File: config.mk
export PLATFORM = sky130hd
export DESIGN_NAME = bin2seg_scan
export DESIGN_NICKNAME = d
export VERILOG_FILES = /design/src/rtl/seg_pkg.sv /design/src/rtl/bin2bcd8.sv /design/src/rtl/bin2seg_scan.sv
export SDC_FILE = /design/constraint.sdc
export NUM_CORES = 1
export LEC_CHECK = 0
export ABC_AREA = 1
export CORE_ASPECT_RATIO = 1.1
export CORE_MARGIN = 8
export CORE_UTILIZATION = 55
export CTS_BUF_LIST = sky130_fd_sc_hd__clkbuf_2
export DETAILED_ROUTE_END_ITERATION = 8
export PLACE_DENSITY = 0.74
export SLEW_MARGIN = 20
export SYNTH_ARGS = -nofsm -noshare
export SYNTH_HDL_FRONTEND = slang
export SYNTH_SLANG_ARGS = --single-unit
File: constraint.sdc
create_clock -name clkin -period 1.2 [get_ports clkin]
set_input_delay 0.12 -clock clkin [delete_from_list [all_inputs] [get_ports clkin]]
set_output_delay 0.12 -clock clkin [all_outputs]
set_load 0.01 [all_outputs]
File: src/rtl/seg_pkg.sv
// Shared types and constants for the binary-to-7-segment scanner.
// Latency: none (types, constants and pure functions only).
// Backpressure: not applicable.
package seg_pkg;

   // One BCD digit.
   typedef logic [3:0] bcd_t;

   // Number of digit slots scanned, including the always-blank slot.
   localparam int NUM_DIGITS = 4;

   // Active-low segment codes, bit7 = dp (kept off), bits6..0 = g..a.
   localparam logic [7:0] SEG_D0    = 8'hC0;
   localparam logic [7:0] SEG_D1    = 8'hF9;
   localparam logic [7:0] SEG_D2    = 8'hA4;
   localparam logic [7:0] SEG_D3    = 8'hB0;
   localparam logic [7:0] SEG_D4    = 8'h99;
   localparam logic [7:0] SEG_D5    = 8'h92;
   localparam logic [7:0] SEG_D6    = 8'h82;
   localparam logic [7:0] SEG_D7    = 8'hF8;
   localparam logic [7:0] SEG_D8    = 8'h80;
   localparam logic [7:0] SEG_D9    = 8'h90;
   localparam logic [7:0] SEG_BLANK = 8'hFF;

   // Map a BCD digit to its segment pattern; non-decimal codes show blank.
   function automatic logic [7:0] seg_encode(input bcd_t d);
      logic [7:0] s;
      case (d)
         4'd0:    s = SEG_D0;
         4'd1:    s = SEG_D1;
         4'd2:    s = SEG_D2;
         4'd3:    s = SEG_D3;
         4'd4:    s = SEG_D4;
         4'd5:    s = SEG_D5;
         4'd6:    s = SEG_D6;
         4'd7:    s = SEG_D7;
         4'd8:    s = SEG_D8;
         4'd9:    s = SEG_D9;
         default: s = SEG_BLANK;
      endcase
      return s;
   endfunction

   // Double-dabble correction: a digit of 5 or more gets +3 before the shift.
   function automatic bcd_t dd_adjust(input bcd_t d);
      return (d >= 4'd5) ? bcd_t'(d + 4'd3) : d;
   endfunction

endpackage

File: src/rtl/bin2bcd8.sv
// Sequential 8-bit binary to 3-digit BCD converter with a held display register.
// Latency: load accepted in cycle N, busy for N+1..N+8, result visible from N+9.
// Backpressure: load while busy is dropped, not queued; no output handshake.
module bin2bcd8
   import seg_pkg::*;
(
   input  logic        clkin,
   input  logic        rst_n,
   input  logic [7:0]  num,
   input  logic        load,
   output logic        busy,
   output logic [11:0] disp
);

   typedef enum logic {
      S_IDLE = 1'b0,
      S_CONV = 1'b1
   } state_t;

   state_t      state, state_nxt;
   logic [7:0]  sr, sr_nxt;        // remaining binary bits, MSB shifted out first
   logic [11:0] acc, acc_nxt;      // BCD accumulator: hundreds, tens, units
   logic [2:0]  iter, iter_nxt;    // shift iteration 0..7
   logic [11:0] disp_nxt;
   logic [11:0] acc_adj;
   logic [19:0] shifted;

   // Add-3 correction on every nibble, then one left shift of {bcd, binary}.
   always_comb begin
      acc_adj = {dd_adjust(acc[11:8]), dd_adjust(acc[7:4]), dd_adjust(acc[3:0])};
      shifted = {acc_adj, sr} << 1;
   end

   // State, working registers and display register; reset aborts a conversion.
   always_ff @(posedge clkin or negedge rst_n) begin
      if (!rst_n) begin
         state <= S_IDLE;
         sr    <= '0;
         acc   <= '0;
         iter  <= '0;
         disp  <= '0;
      end else begin
         state <= state_nxt;
         sr    <= sr_nxt;
         acc   <= acc_nxt;
         iter  <= iter_nxt;
         disp  <= disp_nxt;
      end
   end

   // Capture on an idle load, then 8 shift cycles; the last one commits the display.
   always_comb begin
      state_nxt = state;
      sr_nxt    = sr;
      acc_nxt   = acc;
      iter_nxt  = iter;
      disp_nxt  = disp;
      case (state)
         S_IDLE: begin
            if (load) begin
               sr_nxt    = num;
               acc_nxt   = '0;
               iter_nxt  = '0;
               state_nxt = S_CONV;
            end
         end
         S_CONV: begin
            acc_nxt  = shifted[19:8];
            sr_nxt   = shifted[7:0];
            iter_nxt = iter + 3'd1;
            if (iter == 3'd7) begin
               disp_nxt  = shifted[19:8];
               state_nxt = S_IDLE;
            end
         end
         default: state_nxt = S_IDLE;
      endcase
   end

   assign busy = (state == S_CONV);

endmodule

File: src/rtl/bin2seg_scan.sv
// 8-bit value to multiplexed 4-slot 7-segment display; SEG_LZB_EN enables leading-zero blanking.
// Latency: new value on the display 9 cycles after an accepted load; scan slot every SCAN_DIV cycles.
// Backpressure: busy high during conversion, loads then ignored; scanning never stalls.
module bin2seg_scan
   import seg_pkg::*;
#(
   parameter int SCAN_DIV = 50000
)(
   input  logic       clkin,
   input  logic       rst_n,
   input  logic [7:0] num,
   input  logic       load,
   output logic       busy,
   output logic [3:0] DIG,
   output logic [7:0] Y
);

   localparam int          IDX_W    = $clog2(NUM_DIGITS);
   localparam logic [15:0] DIV_LAST = 16'(SCAN_DIV - 1);

   logic [15:0]      div_cnt;
   logic [IDX_W-1:0] idx;
   logic [11:0]      disp;
   logic             blank_hun;
   logic             blank_ten;

   bin2bcd8 u_bin2bcd8 (
      .clkin (clkin),
      .rst_n (rst_n),
      .num   (num),
      .load  (load),
      .busy  (busy),
      .disp  (disp)
   );

   // Free-running slot timer; the digit index steps on each terminal count.
   always_ff @(posedge clkin or negedge rst_n) begin
      if (!rst_n) begin
         div_cnt <= '0;
         idx     <= '0;
      end else if (div_cnt == DIV_LAST) begin
         div_cnt <= '0;
         idx     <= idx + IDX_W'(1);
      end else begin
         div_cnt <= div_cnt + 16'd1;
      end
   end

`ifdef SEG_LZB_EN
   assign blank_hun = (disp[11:8] == 4'd0);
   assign blank_ten = blank_hun && (disp[7:4] == 4'd0);
`else
   assign blank_hun = 1'b0;
   assign blank_ten = 1'b0;
`endif

   // Digit select and segments both come from the registered index and display.
   always_comb begin
      DIG = 4'b1111;
      Y   = SEG_BLANK;
      case (idx)
         IDX_W'(0): begin
            DIG = 4'b1110;
            Y   = seg_encode(disp[3:0]);
         end
         IDX_W'(1): begin
            DIG = 4'b1101;
            Y   = blank_ten ? SEG_BLANK : seg_encode(disp[7:4]);
         end
         IDX_W'(2): begin
            DIG = 4'b1011;
            Y   = blank_hun ? SEG_BLANK : seg_encode(disp[11:8]);
         end
         default: begin
            DIG = 4'b0111;
            Y   = SEG_BLANK;
         end
      endcase
   end

endmodule

---- Word-level counts from Yosys, hierarchy flattened ----
Memory sizes are Yosys's and may differ from the RTL's.
Index checks and enable logic that the tools add are counted.
storage, ports and cells
  bits in registers ....................... 54
  ROM bits ................................ 336
  logic and storage cells ................. 42
  memories kept ........................... 3
operators by class
  add/subtract/negate cells ............... 6
  $lt $le $gt $ge ......................... 3
  equality and inequality tests ........... 5
  muxes and demuxes ....................... 15
  bitwise gates (word level) .............. 1
  reduce and logical (&&, ||, !) cells .... 2
memories
  memory            depth  width  rd ports  clocked after Yosys merged registers in  write ports  RTL line       source
  (name not given)  16     7      1         0                                        0            seg_pkg.sv:28  case (d)
  (name not given)  16     7      1         0                                        0            seg_pkg.sv:28
  (name not given)  16     7      1         0                                        0            seg_pkg.sv:28
operators with widths
  operator                                                            number
  case mux 12 bit (2 select lines)                                    1
  case mux 8 bit (3 select lines)                                     1
  adder 16 x 1 -> 16 bit (second input constant)                      1
  equality test 16 bit (second input constant)                        1
  two-way mux 16 bit                                                  1
  case mux 8 bit (2 select lines)                                     1
  greater-or-equal comparator 4 x 3 -> 1 bit (second input constant)  3
  two-way mux 12 bit                                                  1
  case mux 4 bit (3 select lines)                                     1
  adder 4 x 2 -> 4 bit (second input constant)                        2
  two-way mux 4 bit                                                   2
  two-way mux 8 bit                                                   1
  two-way mux 3 bit                                                   2
  case mux 3 bit (2 select lines)                                     1
  adder 3 x 1 -> 3 bit (second input constant)                        1
  adder 3 x 2 -> 3 bit (second input constant)                        1
  equality test 3 bit (second input constant)                         1
  adder 2 x 1 -> 2 bit (second input constant)                        1
  equality test 2 x 1 -> 1 bit (second input constant)                1
  equality test 2 bit (second input constant)                         1
  zero test 2 bit                                                     1
  two-way mux 1 bit                                                   2
  != test 2 bit (second input constant)                               1
  case mux 1 bit (2 select lines)                                     1
  2 further kinds                                                     2

---- Logic depth before layout (Yosys ltp) ----
Gate-level depths: netlist (run 1).
  depth in word-level cells ............... 3
  depth in mapped cells ................... 9
  gate-level depth less buffers ........... 9

---- By module ----
From an unflattened synthesis (run 1), not the netlist that was laid out.
second synthesis, totals
  cell total of the unflattened synthesis .. 469
  area total of the unflattened synthesis .. 3,529.6 um2
modules (own cells, without submodules)
  module        times used  cells an instance  area each (um2)  seq. area each (um2)
  bin2seg_scan  1           274                1,801.7          450.4
  bin2bcd8      1           195                1,727.9          900.9

---- Least setup slack after synthesis (run 1) ----
No wires, ideal clock.
  path type ............................... register to output
  start point ............................. register idx[0]
  end point ............................... output port Y[6]
  arrival time ............................ 1.294 ns
  slack ................................... -0.214 ns
  stages on the path, launching flop included .. 6
  buffers on the path ..................... 0
  cells stage by stage .................... dfrtp_1 > inv_1 > ha_1 > a21boi_1 > o21ai_0 > nand3_1
on the way
  longest elaborated chain between the ends .. 2
  elaborated cells between the ends (all ways) .. 4
  classes of those cells .................. eq/ne: 2; mux: 1; reduce/logical: 1
ends and longest elaborated chain
  item                                         RTL line            source
  start, declared                              bin2seg_scan.sv:22  logic [IDX_W-1:0] idx;
  start signal, assigned                       bin2seg_scan.sv:43  idx <= idx + IDX_W'(1);
  equality test 2 bit (tied with other cells)  bin2seg_scan.sv:61  case (idx)
  case mux 8 bit (3 select lines) (*)          bin2seg_scan.sv:61
  end, declared                                bin2seg_scan.sv:15  output logic [7:0] Y
Every way passes the cells marked *; elsewhere a longest branch is shown, timed or not.

---- Final worst setup path (run 1) ----
  start point ............................. register u_bin2bcd8.disp[0]
  end point ............................... output port Y[0]
on the way
  longest elaborated chain between the ends .. 2
ends and longest elaborated chain
  item                             RTL line            source
  start, declared                  bin2bcd8.sv:12      output logic [11:0] disp
  start signal, assigned           bin2bcd8.sv:47      disp <= disp_nxt;
  memory read (16 x 7 bit)         -
  case mux 8 bit (3 select lines)  bin2seg_scan.sv:61
Every way passes these cells.

==> results.json, run 1 <==
{
  "clock_tree.buffer_depth": 2,
  "clkTransAtPathRegs_ns": 0.33,
  "ios": 24,
  "drtIter0Drc": 264,
  "cts_tree": "done",
  "syn2layout_area_growth_pct": 59.0,
  "dp_slack_ns": -0.595,
  "yosys.area.top_type": "dfrtp_1",
  "layout_min_cycle_time_ns": 2.07,
  "violations": "negative setup slack",
  "dr.pass1.iters": 5,
  "ant_nets": 0,
  "maxCapViolCount": 0,
  "critPathCaptureType": "primary output",
  "antenna_cells": 0,
  "syn_inst": 439,
  "cp_top_family": "flip-flops",
  "p_per_area_mw_per_mm2": 2400,
  "core_area_mm2": 0.00608,
  "synth-edff-count": 0,
  "seq_area_frac_synth_pct": 39.5,
  "seq_area_mm2": 0.00136,
  "rows": 30,
  "antenna_found_initial": 0,
  "grt_overflow": 0,
  "drive_above_1_share_pct": 52.8,
  "path_max_fanout": 4,
  "drv_slew": 0,
  "required_ns": 1.08,
  "gp_congestion": 0.846,
  "die_h_um": 98.7,
  "fin_worst_skew_ns": 0.0495,
  "ir_worst_vdd_v": 0.00205,
  "rsz0062_at_grt": "true",
  "path_cells": "buf_6 > ha_4 > inv_2 > nand2_2 > o21ai_2 > nand2_1 > a21oi_2 > nand3_1 > buf_2",
  "yosysWarnings": 0,
  "numCtsBuffers": 5,
  "synth_ff_type": "dfrtp_1",
  "setup_slack_ns": -0.874,
  "crit_arrival_ns": 1.95,
  "detailed_place.area_mm2": 0.00426,
  "path_class": "reg2out",
  "utilization_pct": 89.4,
  "worstHoldPathType": "in2async",
  "start_kind": "flip-flop",
  "layout_commonest_cell": "buf_4",
  "fillerInstances": 254,
  "postLayoutCellArea_mm2": 0.00543,
  "syn-num-nets": 484,
  "drc_errors": 0,
  "viasPerCell": 5.80,
  "synth_area_leaders": "dfrtp_1, ha_1, nand2_1",
  "htreeDepth": 2,
  "avgRoutedWirePerCell_um": 19.5,
  "vias": 3719,
  "multi_input_area_mm2": 0.00256,
  "dieWidth_um": 91.2,
  "nets": 605,
  "grt_pass1_wl_um": 16000,
  "grt_pass1_vias": 3534,
  "dieArea_mm2": 0.00899,
  "grt_max_degree": 22,
  "finalSetupViolations": 48,
  "clk_latency_ns": 0.50,
  "final-hold-violation-count": 0,
  "port_buffers": 22,
  "path_buf_inv": 3,
  "worst_path_max_delay_cell": "dfrtp_2",
  "synth_top_area_share_pct": 39.5,
  "syn_area_per_cell_um2": 7.78,
  "start_util_pct": 56.2,
  "ys_types": 29,
  "dp.cells": 594,
  "layout_common_cells": "buf_4, nand2_1, dfrtp_1, nor2_1, nand2_2",
  "critPathMaxStageDelay_ns": 0.53,
  "grt_usage_pct": 21.5,
  "ys_ff_latch": 54,
  "netlist_area_mm2": 0.00342,
  "cts_root_buf": "clkbuf_2",
  "status": "finished, violations left",
  "post-route-period-util_pct": 173,
  "place_hpwl_um": 5870,
  "drt_wl_total_um": 12500,
  "async_flop_share_pct": 100,
  "instances_no_fill": 641,
  "cts_sinks": 54,
  "leakagePower_nw": 2.58,
  "timing.fmax_mhz": 482,
  "p_total_mw": 13.1
}
[timing repair]
action                                  in CTS  in global routing
resized for setup                          165                120
hold endpoints to repair                    54                  0
cloned                                       2                  0
hold buffers                                 1                  0
endpoints found under the setup margin      49                 64
setup buffers                               22                 16
pin swaps                                   26                 53
[power breakdown]
group	internal [mW]	switching, mW
clock	0.563	0.640
combinational	3.97	4.81
sequential	2.42	0.660
[cell usage after synthesis, drive strengths merged, types with 2 or more instances]
cell and number:
inv 57, nand3 38, dfrtp 54, ha 34, o21bai 2, o211ai 2, nand2 111, nand4 5
a22o 2, a21oi 6, o22ai 11, nor3 9, buf 9, o21ai 33, nor2 52, xor2 11
[sequential cells by signal, summed over array words and instances, names as in the netlist]
register,flops
div_cnt,16
u_bin2bcd8.sr,8
idx,2
u_bin2bcd8.iter,3
u_bin2bcd8.busy,1
u_bin2bcd8.acc,12
u_bin2bcd8.disp,12
[cell families (layout without fill, tap and decap cells)]
group / Yosys count / in the layout / share of synthesized area, %
DFF: 54 / 54 / 39.5
AOI/OAI and AO/OA: 57 / 57 / 9.45
and+or+nand+nor: 216 / 216 / 28.0
other: 1 / 1 / 0.110
adders and majority gates: 34 / 34 / 12.4
buffers and inverters: 66 / 188 / 7.65
xor gates and xnor gates: 11 / 11 / 2.82
[layout make-up]
cell class | count | area share (%)
Timing Repair inverter | 1 | 0.115
Sequential cell | 54 | 25.0
Timing Repair Buffer | 122 | 19.8
Clock buffer | 5 | 0.461
Clock inverter | 3 | 1.27
Tap cell | 80 | 1.84
Inverter | 57 | 4.37
Multi-Input combinational cell | 319 | 47.1
[metrics by stage]
step / hold slack [ns] / setup TNS [ns]
after floorplan: -0.176 / -0.177
after global placement: 0.0545 / -6.59
after detailed placement: 0.0628 / -8.39
after CTS: 0.0489 / -9.03
after global routing: 0.00380 / -15.45
final: 0.0126 / -12.71
[path summary, 6_finish.rpt]
path	to	slack, ns	cells after the start	start
min in group clkin	u_bin2bcd8.sr[0]$_DFFE_PN0P_	0.22	3	num[0]
max	Y[0]	-0.87	9	u_bin2bcd8.disp[0]$_DFFE_PN0P_
min reg2reg	u_bin2bcd8.sr[0]$_DFFE_PN0P_	0.57	2	u_bin2bcd8.sr[0]$_DFFE_PN0P_
max in group asynchronous	div_cnt[2]$_DFF_PN0_	0.67	3	rst_n
max reg2reg	idx[0]$_DFFE_PN0N_	-0.25	6	div_cnt[12]$_DFF_PN0_
min	u_bin2bcd8.acc[9]$_DFFE_PN0P_	0.01	2	rst_n
[routing by layer]
layer,GRT usage [%],share of wire [%]
met1,23.7,37
met2,38.5,51
met3,3.95,6.1
met4,10.5,5.8
met5,0,0
Power figures use the tool's default switching activity.
==> inputs of run 2 (changes only) <==
--- a/config.mk
+++ b/config.mk
@@ -12,6 +12,7 @@
 export CTS_BUF_LIST = sky130_fd_sc_hd__clkbuf_2
 export DETAILED_ROUTE_END_ITERATION = 8
 export PLACE_DENSITY = 0.74
+export RECOVER_POWER = 50
 export SLEW_MARGIN = 20
 export SYNTH_ARGS = -nofsm -noshare
 export SYNTH_HDL_FRONTEND = slang
==> results.json, run 2 (synthesis gave the netlist of run 1 again) <==
{
  "htreeDepth": 2,
  "final-hold-violation-count": 0,
  "worstHoldPathType": "in2async",
  "wl_met2_um": 6400,
  "largest_reg_flops": 16,
  "drv_slew": 0,
  "grt_usage_pct": 21.5,
  "cts_root_buf": "clkbuf_2",
  "numCtsBuffers": 5,
  "largestRegisters": "div_cnt x16, u_bin2bcd8.acc x12, u_bin2bcd8.disp x12",
  "syn2layout_area_growth_pct": 58.3,
  "dr.pass1.iters": 4,
  "p_per_area_mw_per_mm2": 2410,
  "layout_min_cycle_time_ns": 2.08,
  "required_ns": 1.08,
  "dp.cells": 594,
  "layout_commonest_cell": "buf_4",
  "nets": 605,
  "clock_tree.buffer_depth": 2,
  "gp_congestion": 0.846,
  "rsz0062_at_grt": "true",
  "clkTransAtPathRegs_ns": 0.33,
  "path_max_fanout": 4,
  "start_util_pct": 56.2,
  "fillerInstances": 259,
  "leakagePower_nw": 2.57,
  "cts_sinks": 54,
  "dieArea_mm2": 0.00899,
  "grt_max_degree": 22,
  "clock_power_share_pct": 9.2,
  "multi_input_area_mm2": 0.00256,
  "timing.fmax_mhz": 481,
  "seq_power_share_pct": 23.6,
  "wl_met3_um": 720,
  "ant_nets": 0,
  "swShare_pct": 46.8,
  "setup_tns_ns": -12.73,
  "grt_pass1_vias": 3534,
  "core_area_mm2": 0.00608,
  "instances_no_fill": 641,
  "port_buffers": 22,
  "rows": 30,
  "drc_errors": 0,
  "place_hpwl_um": 5870,
  "cts_tree": "done",
  "critPathCaptureType": "primary output",
  "drive_above_1_share_pct": 52.6,
  "die_h_um": 98.7,
  "seq_area_mm2": 0.00136,
  "viasPerCell": 5.76,
  "finalSetupViolations": 49,
  "slew_headroom_pct": 49.1,
  "tightest_slew_ns": 0.763,
  "path_class": "reg2out",
  "drtIter0Drc": 298,
  "ir_worst_vdd_v": 0.00205,
  "maxCapViolCount": 0,
  "fin_worst_skew_ns": 0.0543,
  "clk_latency_ns": 0.50,
  "dieWidth_um": 91.2,
  "antenna_found_initial": 0,
  "power_frac_comb_pct": 67.2,
  "p_int_mw": 6.95,
  "grt_overflow": 0,
  "post-route-period-util_pct": 173,
  "setup_slack_ns": -0.880,
  "ios": 24,
  "top_layer": "met4",
  "avgRoutedWirePerCell_um": 19.5,
  "grt_pass1_wl_um": 16000,
  "vias": 3693,
  "power_switching_mw": 6.11,
  "regMostFlops": "div_cnt",
  "antenna_cells": 0,
  "status": "finished, violations left",
  "regToRegSetupSlack_ns": -0.24,
  "wl_met1_um": 4680,
  "start_kind": "flip-flop",
  "violations": "negative setup slack",
  "layout_common_cells": "buf_4, nand2_1, dfrtp_1, nor2_1, nand2_2",
  "crit_arrival_ns": 1.96,
  "drt_wl_total_um": 12500
}
[run 2: per-stage QoR]
step | total power [mW] | utilization (%) | worst slack [ns] | instance area, um2 | hold slack (ns)
floorplan | 5.94 | - | -0.0305 | 3510 | -0.176
global placement | 7.78 | 70.1 | -0.576 | 4260 | 0.0545
detailed placement | 8.03 | 70.1 | -0.595 | 4260 | 0.0628
CTS | 10.5 | 80.5 | -0.822 | 4890 | 0.0489
global route | 13.7 | 88.9 | -0.963 | 5410 | 0.173
finish | 13.1 | 88.9 | -0.880 | 5410 | 0.141
[run 2: path summary, 6_finish.rpt]
| kind | startpoint | end | depth (start not counted) |
|---|---|---|---|
| setup / recovery | u_bin2bcd8.disp[0]$_DFFE_PN0P_ | Y[0] | 9 |
| hold / removal | rst_n | u_bin2bcd8.acc[9]$_DFFE_PN0P_ | 2 |
| setup reg to reg | div_cnt[12]$_DFF_PN0_ | idx[0]$_DFFE_PN0N_ | 6 |
| hold reg to reg | u_bin2bcd8.sr[0]$_DFFE_PN0P_ | u_bin2bcd8.sr[0]$_DFFE_PN0P_ | 2 |
| max in group asynchronous | rst_n | div_cnt[2]$_DFF_PN0_ | 3 |
| min in group clkin | num[0] | u_bin2bcd8.sr[0]$_DFFE_PN0P_ | 3 |
[run 2: timing repair]
| action | CTS | global route |
|---|---|---|
| resized for setup | 165 | 120 |
| setup buffers | 22 | 16 |
| hold buffers | 1 | 0 |
| hold endpoints to repair | 54 | 0 |
| gates cloned | 2 | 0 |
| setup endpoints to repair | 49 | 64 |
| pin swaps | 26 | 53 |
[run 2: power by group through the flow]
stage                     clock (mW)  sequential [mW]  combinational [mW]
after global routing            1.27             3.14                9.30
after CTS                       1.18             2.88                6.46
after global placement             0             2.87                4.91
final                           1.20             3.08                8.77
after detailed placement           0             2.91                5.12
after floorplan                    0             2.84                3.10
[run 2: final cells by class]
| class | instances | area share [%] |
|---|---|---|
| Multi-Input combinational cell | 319 | 47.3 |
| Sequential cell | 54 | 25.2 |
| Timing Repair Buffer | 122 | 19.5 |
| Inverter | 57 | 4.40 |
| Tap cell | 80 | 1.85 |
| Clock inverter | 3 | 1.27 |
| Clock buffer | 5 | 0.463 |
| Timing Repair inverter | 1 | 0.116 |
[run 2: critical path, cell delays in order (launching register included)]
cell and delay, ns:
dfrtp_2 0.53, buf_6 0.14, ha_4 0.14, inv_2 0.05
nand2_2 0.07, o21ai_2 0.07, nand2_1 0.07, a21oi_2 0.16
nand3_1 0.10, buf_2 0.15
[run 2: layer usage]
layer,global-route usage [%],vias to the layer above
met4,10.5,0
met3,3.95,62
met1,23.7,1800
li1,-,1644
met5,0,-
met2,38.5,187
==> inputs of run 3 (changes only) <==
--- a/config.mk
+++ b/config.mk
@@ -7,10 +7,11 @@
 export LEC_CHECK = 0
 export ABC_AREA = 1
 export CORE_ASPECT_RATIO = 1.1
-export CORE_MARGIN = 8
+export CORE_MARGIN = 3
 export CORE_UTILIZATION = 55
 export CTS_BUF_LIST = sky130_fd_sc_hd__clkbuf_2
 export DETAILED_ROUTE_END_ITERATION = 8
+export HOLD_SLACK_MARGIN = 0.08
 export PLACE_DENSITY = 0.74
 export RECOVER_POWER = 50
 export SLEW_MARGIN = 20
==> results.json, run 3 (synthesis gave the netlist of run 1 again) <==
{
  "status": "finished, violations left",
  "violations": "negative setup slack",
  "syn2layout_area_growth_pct": 55.2,
  "rsz0062_at_grt": "true",
  "p_total_mw": 12.3,
  "numCtsBuffers": 5,
  "largestRegisters": "div_cnt x16, u_bin2bcd8.acc x12, u_bin2bcd8.disp x12",
  "dp_slack_ns": -0.572,
  "grt_pass1_wl_um": 15100,
  "cts_tree": "done",
  "finalSetupViolations": 52,
  "grt_overflow": 0,
  "drtIter0Drc": 369,
  "drv_slew": 0,
  "clk_latency_ns": 0.44,
  "avgRoutedWirePerCell_um": 18.6,
  "start_kind": "flip-flop",
  "required_ns": 1.08,
  "ios": 24,
  "final-hold-violation-count": 0,
  "layout_min_cycle_time_ns": 1.98,
  "cts_sinks": 54,
  "post-route-period-util_pct": 165,
  "dp.cells": 593,
  "path_class": "reg2out",
  "grt_max_degree": 55,
  "gp_congestion": 0.903,
  "layout_common_cells": "buf_4, nand2_1, dfrtp_1, nor2_1, inv_1",
  "htreeDepth": 2,
  "dieWidth_um": 81.2,
  "start_util_pct": 58.1,
  "dr.pass1.iters": 5,
  "vias": 3675,
  "grt_pass1_vias": 3324,
  "timing.fmax_mhz": 504,
  "postLayoutCellArea_mm2": 0.00530,
  "instances_no_fill": 641,
  "worstHoldPathType": "in2reg",
  "place_hpwl_um": 5440,
  "regMostFlops": "div_cnt",
  "slew_headroom_pct": 50.1,
  "crit_arrival_ns": 1.86,
  "largest_reg_flops": 16,
  "critPathCaptureType": "primary output",
  "maxCapViolCount": 0,
  "antenna_cells": 0,
  "clock_tree.buffer_depth": 2,
  "core_area_mm2": 0.00588,
  "nets": 608,
  "clkTransAtPathRegs_ns": 0.26,
  "drive_above_1_share_pct": 50.0,
  "grt_usage_pct": 26.6,
  "setup_slack_ns": -0.785,
  "viasPerCell": 5.73,
  "die_h_um": 88.7,
  "leakagePower_nw": 2.55,
  "utilization_pct": 90.2,
  "port_buffers": 22,
  "antenna_found_initial": 0,
  "tightest_slew_ns": 0.748,
  "drt_wl_total_um": 11900,
  "cts_root_buf": "clkbuf_2",
  "layout_commonest_cell": "buf_4",
  "setup_tns_ns": -12.14,
  "detailed_place.area_mm2": 0.00426,
  "fin_worst_skew_ns": 0.00789,
  "path_max_fanout": 3,
  "dieArea_mm2": 0.00720,
  "p_per_area_mw_per_mm2": 2320,
  "ir_worst_vdd_v": 0.00188,
  "fin_hold_ws_ns": 0.198,
  "rows": 29,
  "drc_errors": 0,
  "ant_nets": 0
}
[run 3: where the power goes]
part           total, mW  switching, mW  internal (mW)  leakage (nW)
registers           3.07          0.650           2.42         0.675
logic               8.49           4.62           3.87          1.84
clock network      0.716          0.573          0.143        0.0304
total               12.3           5.84           6.44          2.55
[run 3: worst max-delay path: stages, from the launching register on]
cell	delay [ns]
dfrtp_1	0.48
buf_4	0.16
ha_1	0.19
nor2_1	0.18
o21ai_1	0.11
nand2_1	0.11
nand3_2	0.08
buf_6	0.13
[run 3: area by class of cell]
class                   instances  area, um2
repair buffers                124       1050
flip-flops and latches         54       1360
repair inverters                2       13.8
clock inverters                 2       8.76
well taps                      77       96.3
multi-input cells             319       2500
clock buffers                   6       30.0
fillers                       231        576
inverters                      57        243
[run 3: path summary, 6_finish.rpt]
path | from | endpoint | slack, ns | depth (start not counted)
max | u_bin2bcd8.disp[8]$_DFFE_PN0P_ | Y[3] | -0.78 | 7
min | num[0] | u_bin2bcd8.sr[0]$_DFFE_PN0P_ | 0.20 | 3
max reg2reg | div_cnt[0]$_DFF_PN0_ | idx[0]$_DFFE_PN0N_ | -0.25 | 7
min reg2reg | u_bin2bcd8.sr[0]$_DFFE_PN0P_ | u_bin2bcd8.sr[0]$_DFFE_PN0P_ | 0.55 | 2
max in group asynchronous | rst_n | div_cnt[6]$_DFF_PN0_ | 0.33 | 3
min in group asynchronous | rst_n | div_cnt[9]$_DFF_PN0_ | 0.33 | 3
[run 3: repair_timing]
action,4_1_cts,5_1_grt
pin swaps,36,36
hold buffers,1,0
cloned,2,1
buffers inserted,23,15
resized for setup,169,102
hold endpoints to repair,54,0
endpoints found under the setup margin,49,62
[run 3: metal layers]
layer / share of wire, % / up-vias / track usage [%]
met4: 3.7 / 0 / 7.37
li1: - / 1657 / -
met5: 0 / - / 0
met3: 5.9 / 55 / 3.56
met1: 39 / 1781 / 33.3
met2: 51 / 182 / 47.9
